### config.mk
export PLATFORM = sky130hd
export DESIGN_NAME = uart_cmd_serializer_flat
export DESIGN_NICKNAME = d
export VERILOG_FILES = /design/src/rtl/uart_cmd_serializer_if.sv /design/src/rtl/uart_cmd_serializer.sv /design/src/flat_wrapper.sv
export SDC_FILE = /design/constraint.sdc
export NUM_CORES = 1
export LEC_CHECK = 0
export CAP_MARGIN = 5
export CORE_ASPECT_RATIO = 0.75
export CORE_MARGIN = 4
export CORE_UTILIZATION = 50
export DETAILED_ROUTE_END_ITERATION = 6
export GPL_TIMING_DRIVEN = 0
export PLACE_DENSITY_LB_ADDON = 0.1
export SYNTH_ARGS = -nofsm -noshare
export SYNTH_HDL_FRONTEND = slang
export SYNTH_SLANG_ARGS = --single-unit
export TNS_END_PERCENT = 5
### constraint.sdc
create_clock -name clk -period 2.2 [get_ports clk]
set_input_delay 0.44 -clock clk [delete_from_list [all_inputs] [get_ports clk]]
set_output_delay 0.44 -clock clk [all_outputs]
set_load 0.05 [all_outputs]
### src/rtl/uart_cmd_serializer_if.sv
// Command/UART bundle between the command master, the serializer and the UART TX/RX.
// The slave modport is the serializer's view; master is the surrounding logic.
interface uart_cmd_serializer_if #(
    parameter int DATA_WIDTH  = 8,
    parameter int CMD_PKT_LEN = 16
);
    logic [CMD_PKT_LEN-1:0] cmd;
    logic                   uart_valid;
    logic                   uart_ready;
    logic [DATA_WIDTH-1:0]  tx_data;
    logic                   tx_en;
    logic                   tx_done;
    logic [DATA_WIDTH-1:0]  rx_data;
    logic                   rx_valid;
    logic [DATA_WIDTH-1:0]  rsp_data;
    logic                   rsp_valid;
    logic                   rsp_err;
    logic                   busy;

    modport slave (
        input  cmd, uart_valid, tx_done, rx_data, rx_valid,
        output uart_ready, tx_data, tx_en, rsp_data, rsp_valid, rsp_err, busy
    );

    modport master (
        output cmd, uart_valid, tx_done, rx_data, rx_valid,
        input  uart_ready, tx_data, tx_en, rsp_data, rsp_valid, rsp_err, busy
    );
endinterface

### src/rtl/uart_cmd_serializer.sv
// Serialises one command MSB-byte-first (optional SOF) into a UART transmitter and,
// for reads, waits for a single reply byte with a timeout.
//
// state     | meaning
// IDLE      | ready for a command
// SEND      | tx_en pulse for the current character
// WAIT_DONE | waiting for the transmitter to finish the character
// WAIT_RSP  | read issued, waiting for reply byte or timeout
module uart_cmd_serializer #(
    parameter int                    DATA_WIDTH  = 8,
    parameter int                    CMD_PKT_LEN = 16,
    parameter int                    SOF_EN      = 1,
    parameter logic [DATA_WIDTH-1:0] SOF_BYTE    = 8'hA5,
    parameter int                    RSP_TIMEOUT = 50_000
) (
    input  logic                  clk,
    input  logic                  rst_n,
    uart_cmd_serializer_if.slave  bus
);
    localparam int NBYTES = CMD_PKT_LEN / DATA_WIDTH;
    // one extra count slot so NBYTES+SOF_EN always fits, even for single-byte commands
    localparam int CW = $clog2(NBYTES + SOF_EN + 1);
    localparam int TW = $clog2(RSP_TIMEOUT);
    localparam logic [CW-1:0] CNT_LOAD = CW'(NBYTES + SOF_EN);
    localparam logic [TW-1:0] TMO_LAST = TW'(RSP_TIMEOUT - 1);

    typedef enum logic [1:0] {IDLE, SEND, WAIT_DONE, WAIT_RSP} state_t;

    state_t                  state_q, state_d;
    logic [CMD_PKT_LEN-1:0]  shreg_q;
    logic [CW-1:0]           cnt_q;
    logic [TW-1:0]           timer_q;
    logic                    rw_q;
    logic [DATA_WIDTH-1:0]   tx_data_q;
    logic [DATA_WIDTH-1:0]   rsp_data_q;
    logic                    rsp_valid_q;
    logic                    rsp_err_q;

    logic accept, done_ev, last_char, timeout;

    assign accept    = (state_q == IDLE) && bus.uart_valid;
    assign done_ev   = (state_q == WAIT_DONE) && bus.tx_done;
    assign last_char = (cnt_q == CW'(1));
    assign timeout   = (timer_q == TMO_LAST);

    always_ff @(posedge clk) begin
        if (!rst_n) state_q <= IDLE;
        else        state_q <= state_d;
    end

    always_comb begin
        state_d = state_q;
        case (state_q)
            IDLE:      if (bus.uart_valid) state_d = SEND;
            SEND:      state_d = WAIT_DONE;
            WAIT_DONE: begin
                if (bus.tx_done) begin
                    if (!last_char) state_d = SEND;
                    else if (rw_q)  state_d = IDLE;
                    else            state_d = WAIT_RSP;
                end
            end
            WAIT_RSP:  if (bus.rx_valid || timeout) state_d = IDLE;
            default:   state_d = IDLE;
        endcase
    end

    always_comb begin
        bus.uart_ready = 1'b0;
        bus.tx_en      = 1'b0;
        bus.busy       = 1'b1;
        case (state_q)
            IDLE: begin
                bus.uart_ready = rst_n;
                bus.busy       = 1'b0;
            end
            SEND:    bus.tx_en = 1'b1;
            default: ;
        endcase
    end

    // the next character is loaded on the way into SEND so tx_data is stable during tx_en
    always_ff @(posedge clk) begin
        if (!rst_n) begin
            shreg_q     <= '0;
            cnt_q       <= '0;
            timer_q     <= '0;
            rw_q        <= 1'b0;
            tx_data_q   <= '0;
            rsp_data_q  <= '0;
            rsp_valid_q <= 1'b0;
            rsp_err_q   <= 1'b0;
        end else begin
            rsp_valid_q <= 1'b0;
            rsp_err_q   <= 1'b0;
            if (accept) begin
                cnt_q <= CNT_LOAD;
                rw_q  <= bus.cmd[CMD_PKT_LEN-1];
                if (SOF_EN != 0) begin
                    tx_data_q <= SOF_BYTE;
                    shreg_q   <= bus.cmd;
                end else begin
                    tx_data_q <= bus.cmd[CMD_PKT_LEN-1 -: DATA_WIDTH];
                    shreg_q   <= bus.cmd << DATA_WIDTH;
                end
            end
            if (done_ev) begin
                cnt_q   <= cnt_q - CW'(1);
                timer_q <= '0;
                if (!last_char) begin
                    tx_data_q <= shreg_q[CMD_PKT_LEN-1 -: DATA_WIDTH];
                    shreg_q   <= shreg_q << DATA_WIDTH;
                end
            end
            if (state_q == WAIT_RSP) begin
                timer_q <= timer_q + TW'(1);
                if (bus.rx_valid) begin
                    rsp_data_q  <= bus.rx_data;
                    rsp_valid_q <= 1'b1;
                end else if (timeout) begin
                    rsp_data_q  <= '0;
                    rsp_valid_q <= 1'b1;
                    rsp_err_q   <= 1'b1;
                end
            end
        end
    end

    assign bus.tx_data   = tx_data_q;
    assign bus.rsp_data  = rsp_data_q;
    assign bus.rsp_valid = rsp_valid_q;
    assign bus.rsp_err   = rsp_err_q;
endmodule

### src/flat_wrapper.sv
// flat-port wrapper written by rule: the top's interface ports become plain ports
module uart_cmd_serializer_flat 
#(
    parameter int                    DATA_WIDTH  = 8,
    parameter int                    CMD_PKT_LEN = 16,
    parameter int                    SOF_EN      = 1,
    parameter logic [DATA_WIDTH-1:0] SOF_BYTE    = 8'hA5,
    parameter int                    RSP_TIMEOUT = 50_000
)
  (clk, rst_n, bus_cmd, bus_uart_valid, bus_tx_done, bus_rx_data, bus_rx_valid, bus_uart_ready, bus_tx_data, bus_tx_en, bus_rsp_data, bus_rsp_valid, bus_rsp_err, bus_busy);
  uart_cmd_serializer_if #(.DATA_WIDTH(DATA_WIDTH), .CMD_PKT_LEN(CMD_PKT_LEN)) bus_i ();
  input  logic clk;
  input  logic rst_n;
  input wire logic [$bits(bus_i.cmd)-1:0] bus_cmd;
  input wire logic [$bits(bus_i.uart_valid)-1:0] bus_uart_valid;
  input wire logic [$bits(bus_i.tx_done)-1:0] bus_tx_done;
  input wire logic [$bits(bus_i.rx_data)-1:0] bus_rx_data;
  input wire logic [$bits(bus_i.rx_valid)-1:0] bus_rx_valid;
  output wire logic [$bits(bus_i.uart_ready)-1:0] bus_uart_ready;
  output wire logic [$bits(bus_i.tx_data)-1:0] bus_tx_data;
  output wire logic [$bits(bus_i.tx_en)-1:0] bus_tx_en;
  output wire logic [$bits(bus_i.rsp_data)-1:0] bus_rsp_data;
  output wire logic [$bits(bus_i.rsp_valid)-1:0] bus_rsp_valid;
  output wire logic [$bits(bus_i.rsp_err)-1:0] bus_rsp_err;
  output wire logic [$bits(bus_i.busy)-1:0] bus_busy;
  assign bus_i.cmd = bus_cmd;
  assign bus_i.uart_valid = bus_uart_valid;
  assign bus_i.tx_done = bus_tx_done;
  assign bus_i.rx_data = bus_rx_data;
  assign bus_i.rx_valid = bus_rx_valid;
  assign bus_uart_ready = bus_i.uart_ready;
  assign bus_tx_data = bus_i.tx_data;
  assign bus_tx_en = bus_i.tx_en;
  assign bus_rsp_data = bus_i.rsp_data;
  assign bus_rsp_valid = bus_i.rsp_valid;
  assign bus_rsp_err = bus_i.rsp_err;
  assign bus_busy = bus_i.busy;
  uart_cmd_serializer #(.DATA_WIDTH(DATA_WIDTH), .CMD_PKT_LEN(CMD_PKT_LEN), .SOF_EN(SOF_EN), .SOF_BYTE(SOF_BYTE), .RSP_TIMEOUT(RSP_TIMEOUT)) u_core (.clk(clk), .rst_n(rst_n), .bus(bus_i));
endmodule
==> results of run 1 <==
==> critical path: cells and delay by family <==
kind	cells	cell delay, ps
buf+inv	3	1080
simple gates	1	140
==> area by class of cell <==
cell class	count	area [µm²]	share of cell area
buffer	19	105	0.0341
timing repair buffer	53	523	0.170
sequential	55	1100	0.357
inverter	5	22.5	0.00730
clock buffer	8	100	0.0324
tap	57	71.3	0.0231
multi-input combinational	214	1160	0.377
==> per-stage QoR <==
stage               power [W]  TNS (ps)  utilization  hold slack, ps  worst slack (ps)
finish                0.00198         0        0.679             457              87.6
global placement      0.00140      -557        0.650             440              -557
CTS                   0.00200         0        0.671             458              3.01
global route          0.00206         0        0.679             480              31.7
detailed placement    0.00140      -592        0.650             446              -579
floorplan             0.00127         0            -             432               219
==> synth_stat cells (all sizes together), types with 5 or more instances <==
master  instances  area, µm²
a31oi           6       37.5
dfxtp          55       1100
nand3          14       70.1
nor2           24       90.1
a311oi          7       61.3
a21oi          29        145
nand4           7       50.1
inv             5       18.8
nor3           11       55.1
o21ai          13       65.1
buf             8       53.8
nand2          59        221
clkbuf         12       55.1
==> registers in the layout, summed over array words and instances (netlist names) <==
register	flops
u_core.cnt_q	2
u_core.bus.rsp_err	1
u_core.bus.rsp_valid	1
u_core.bus.rsp_data	8
u_core.shreg_q	16
u_core.bus.tx_data	8
u_core.rw_q	1
u_core.state_q	2
u_core.timer_q	16
==> path summary, 6_finish.rpt <==
path | cells past startpoint | slack, ps | start | end
worst max-delay path | 4 | 90 | rst_n | bus_uart_ready
worst min-delay path | 2 | 460 | u_core.shreg_q[12] | u_core.bus.tx_data[4]
worst max register to register | 6 | 400 | u_core.timer_q[7] | u_core.bus.rsp_data[1]
worst min register to register | 2 | 460 | u_core.shreg_q[12] | u_core.bus.tx_data[4]
==> where the power goes <==
| part | internal (W) | total [W] | switching, W |
|---|---|---|---|
| combinational | 0.000131 | 0.000326 | 0.000194 |
| sequential | 0.00104 | 0.00106 | 0.0000221 |
| clock | 0.000288 | 0.000598 | 0.000310 |
| total | 0.00146 | 0.00198 | 0.000526 |
==> kinds of logic after synthesis <==
kind of cell | count (synthesis) | share of synthesized area
AO/OA/AOI/OAI | 65 | 0.163
adder cells (fa/ha/maj) | 2 | 0.0105
buffers and inverters | 25 | 0.0534
flip-flops | 55 | 0.460
multiplexers | 6 | 0.0272
AND/OR/NAND/NOR | 141 | 0.286
==> routing by layer <==
layer,vias to the layer above,wire length (µm),share of wire,global-route usage
met5,-,0,0,0
met4,0,78,0.013,0.0690
met3,11,541,0.089,0.0590
met2,108,2650,0.44,0.334
met1,1089,2810,0.46,0.296
li1,1160,-,-,-
==> what timing repair did <==
| action | CTS | global route |
|---|---|---|
| endpoints found under the setup margin | 2 | 2 |
| gates resized for setup | 4 | 2 |
| endpoints found under the hold margin | 0 | 0 |
| setup buffers | 0 | 4 |
==> flow_summary.json, run 1 <==
{
  "timing.critical_path.slowest_stage_cell": "clkdlybuf4s50_1",
  "ios": 50,
  "die_area_um2": 5960,
  "finalHoldViolations": 0,
  "place.detailed.instances": 400,
  "grt_start_max_net_pins": 16,
  "route.detailed.wl_per_inst_um": 14.8,
  "final_area_um2": 3090,
  "crit_required_ps": 1760,
  "ys_ff_latch": 55,
  "crit_path_max_incr_delay_ps": 530,
  "clkSlewWorstSetupHoldPaths_ps": 90,
  "shortest_clock_period_the_worst_path_allows_after_layout_ps": 2110,
  "postRouteAntennaNets": 0,
  "grtUsageTotal": 0.216,
  "tritoncts": "done",
  "synth_edf_count": 0,
  "setup_viol": 0,
  "syn_area_um2": 2390,
  "fillCellCount": 407,
  "slew_viol_final": 0,
  "clock_tree.root_cell": "clkbuf_8",
  "crit_chain": "clkdlybuf4s50_1 -> clkinvlp_4 -> nor2_1 -> clkdlybuf4s15_2",
  "cell_count_after_synthesis": 294,
  "clock_path_buffers": 2,
  "placed_area_um2": 2950,
  "place_congestion": 0.870,
  "result_of_the_run": "finished clean",
  "dominantRegCellSynth": "dfxtp_1",
  "post-route-period-util": 0.960,
  "seq_area_frac_synth": 0.460,
  "max-cap-violations": 0,
  "worst_slew_pin_slew_ps": 722,
  "htree_num_levels": 2,
  "cts-hold-fix-buffers": 0,
  "largest_fanout_of_any_net_on_the_critical_path": 5,
  "worst_setup_path_end_kind": "output port",
  "setup.worst_path.class": "input port to output port",
  "dpl.hpwl_mm": 4.35,
  "drt_first_iter_violations": 145,
  "share_of_flip_flops_with_an_asynchronous_set_or_reset_after_synthesis": 0,
  "detailedRoute.firstPassIterationCount": 5,
  "final.setup_skew_ps": 4.65,
  "maxClockFrequency_ghz": 0.473,
  "grt_pass1_vias": 2134,
  "remaining_drc_errors": 0,
  "worstHoldPathType": "register to register",
  "routed_wl_mm": 6.08,
  "global_route_wire_length_before_repair_mm": 9.94,
  "area_growth_syn_to_layout_pct": 29.0,
  "clkSinkCount": 55,
  "synth_nets": 325,
  "final_nets": 384,
  "number_of_antenna_violations_at_the_first_check_in_global_routing": 0,
  "cts-buffers-inserted": 5,
  "drive_gt1_frac": 0.0819,
  "antenna_cells": 0,
  "clock_insertion_delay_at_the_later_pin_of_the_skew_report_ps": 300,
  "via_count": 2368,
  "mostFrequentLayoutCell": "nand2_1",
  "dieWidth_um": 87.9,
  "rows": 21,
  "core_um2": 4550,
  "most-common-layout-cells": "nand2_1 (59), dfxtp_1 (55), clkdlybuf4s50_1 (46)",
  "finish.cell_count_without_fillers": 411,
  "grt_setup_unrepaired": "false",
  "port-buffer-count": 49,
  "post_synthesis_cell_type_count": 41,
  "overflow": 0,
  "syn-mean-instance-area_um2": 8.13,
  "power_density_nw_per_um2": 643,
  "floorplan.initialDensity": 0.526,
  "crit_arrival_ps": 1670,
  "power_leakage_nw": 1.15,
  "die_h_um": 67.9,
  "relSlewSlack": 0.517,
  "ys.warnings.count": 0,
  "worstSetupStartpointType": "input port",
  "vias_per_cell": 5.76,
  "ir_worst_vdd_uv": 472
}
(Power assumes the default switching activity.)
==> run 2, diff against run 1 <==
Settings changed: CTS_CLUSTER_DIAMETER set to 50, RECOVER_POWER set to 50, SETUP_SLACK_MARGIN set to 0.4.
==> run 2 against run 1 <==
Effect of this change: first-iteration DRC count up 9.0%; sequential power hardly changed; register-to-register slack barely moved; flip-flop and latch count unchanged; fmax rose by 7.6%; power shrank 2.8%; critical endpoint unchanged; clock power decreased by 8.9%; largest cell class unchanged; cell area decreased by 0.89%.
==> flow_summary.json, run 2 (same netlist as run 1, synthesis figures left out) <==
{
  "crit_arrival_ps": 1520,
  "cts-buffers-inserted": 5,
  "tritoncts": "done",
  "timing.critical_path.slowest_stage_cell": "dlygate4sd3_1",
  "cts-hold-fix-buffers": 0,
  "shortest_clock_period_the_worst_path_allows_after_layout_ps": 1960,
  "grt_setup_unrepaired": "true",
  "grt_pass1_vias": 2133,
  "final.setup_skew_ps": 4.78,
  "slew_viol_final": 0,
  "remaining_drc_errors": 0,
  "via_count": 2305,
  "global_route_wire_length_before_repair_mm": 10.2,
  "critPathTopFamily": "buffers and inverters",
  "finalHoldViolations": 0,
  "dpl.hpwl_mm": 4.33,
  "route.detailed.wl_per_inst_um": 15.0,
  "postRouteAntennaNets": 0,
  "place_congestion": 0.898,
  "detailedRoute.firstPassIterationCount": 4,
  "clkSinkCount": 55,
  "grt_start_max_net_pins": 16,
  "area_growth_syn_to_layout_pct": 27.9,
  "setup_viol": 0,
  "floorplan.initialDensity": 0.526,
  "final_nets": 381,
  "number_of_antenna_violations_at_the_first_check_in_global_routing": 0,
  "tns_ps": 0,
  "vias_per_cell": 5.65,
  "most-common-layout-cells": "nand2_1 (59), dfxtp_1 (55), clkdlybuf4s50_1 (43)",
  "relSlewSlack": 0.604,
  "dieWidth_um": 87.9,
  "worstHoldPathType": "register to register",
  "power_density_nw_per_um2": 631,
  "ios": 50,
  "drt_first_iter_violations": 158,
  "setup.worst_path.class": "input port to output port",
  "routed_wl_mm": 6.12,
  "power_leakage_nw": 1.11,
  "drive_gt1_frac": 0.0826,
  "htree_num_levels": 2,
  "crit_chain": "dlygate4sd3_1 -> inv_1 -> buf_6 -> nor2_2 -> buf_6",
  "crit_required_ps": 1760,
  "clkSlewWorstSetupHoldPaths_ps": 90,
  "port-buffer-count": 49,
  "ir_worst_vdd_uv": 375,
  "clock_insertion_delay_at_the_later_pin_of_the_skew_report_ps": 300,
  "rows": 21,
  "core_um2": 4550,
  "totalPowerFinal_w": 0.00193,
  "clock_path_buffers": 2,
  "path_common_cell": "buf_6",
  "finish.utilization": 0.673,
  "mostFrequentLayoutCell": "nand2_1",
  "worstSetupStartpointType": "input port",
  "max-cap-violations": 0,
  "die_h_um": 67.9,
  "die_area_um2": 5960,
  "post_cts_buffers": 0,
  "largest_fanout_of_any_net_on_the_critical_path": 10,
  "grtUsageTotal": 0.220,
  "crit_path_max_incr_delay_ps": 550,
  "result_of_the_run": "finished clean",
  "cp.buffers_inverters": 4,
  "post-route-period-util": 0.892,
  "worst_setup_path_end_kind": "output port",
  "antenna_cells": 0,
  "worst_slew_pin_slew_ps": 594,
  "reg_top3": "u_core.shreg_q (16), u_core.timer_q (16)",
  "maxClockFrequency_ghz": 0.509,
  "clock_tree.root_cell": "clkbuf_8",
  "fillCellCount": 419,
  "overflow": 0
}
[run 2: cell count changes in the layout (fill, tap and decap cells not counted), moves of 2 or more]
cell             before  now
clkdlybuf4s50_1      46   43
nor4_2                0    2
buf_6                 2    4
buf_2                 4    2
buf_4                 5    2
dlygate4sd3_1         0    2
clkbuf_8              8    6
nor2_1               24   22
nor4_1                2    0
clkbuf_1             12   15
nor2_2                0    2
[run 2: where the power goes]
part / switching (W) / internal [W] / total (W)
logic: 0.000192 / 0.000130 / 0.000322
clock network: 0.000320 / 0.000225 / 0.000545
registers: 0.0000232 / 0.00104 / 0.00106
[run 2: cell type report]
type                            count  area (µm²)  share of cell area
Tap cell                           57        71.3              0.0233
Inverter                            5        18.8             0.00614
Clock buffer                        7        76.3              0.0250
Timing Repair Buffer               49         488               0.160
Multi-Input combinational cell    214        1180               0.386
Buffer                             20         118              0.0385
Clock inverter                      1        5.00             0.00164
Sequential cell                    55        1100               0.360
[run 2: metrics by stage]
step | instances | worst slack, ps | hold WS [ps] | area (µm²)
6_report | 408 | 237 | 458 | 3060
5_1_grt | 408 | 178 | 475 | 3060
4_1_cts | 408 | 284 | 459 | 3050
3_5_place_dp | 400 | -537 | 446 | 2960
3_3_place_gp | 400 | -567 | 440 | 2960
2_1_floorplan | 294 | 445 | 432 | 2390
[run 2: final timing paths]
path                                          from                      to  slack, ps  cells after the start
worst max-delay path                         rst_n          bus_uart_ready        240                      5
worst min-delay path            u_core.shreg_q[14]   u_core.bus.tx_data[6]        460                      2
worst max register to register   u_core.timer_q[0]  u_core.bus.rsp_data[0]        410                      6
worst min register to register  u_core.shreg_q[14]   u_core.bus.tx_data[6]        460                      2
[run 2: layer usage]
layer	GRT usage	share of wire	wire length, µm
met3	0.0578	0.069	424
met5	0	0	0
met2	0.334	0.45	2770
met4	0.0613	0.0062	38
met1	0.311	0.47	2890
[run 2: worst register-to-register path, cell delays in order, from the launching register on]
cell	delay, ps
dfxtp_1	350
ha_1	270
and4_1	240
a41oi_1	210
clkbuf_1	340
o21ai_0	140
a21oi_1	160
[run 2: repair_timing]
action / CTS / global route
pin swaps: 0 / 0
gates resized for setup: 16 / 9
setup endpoints to repair: 25 / 47
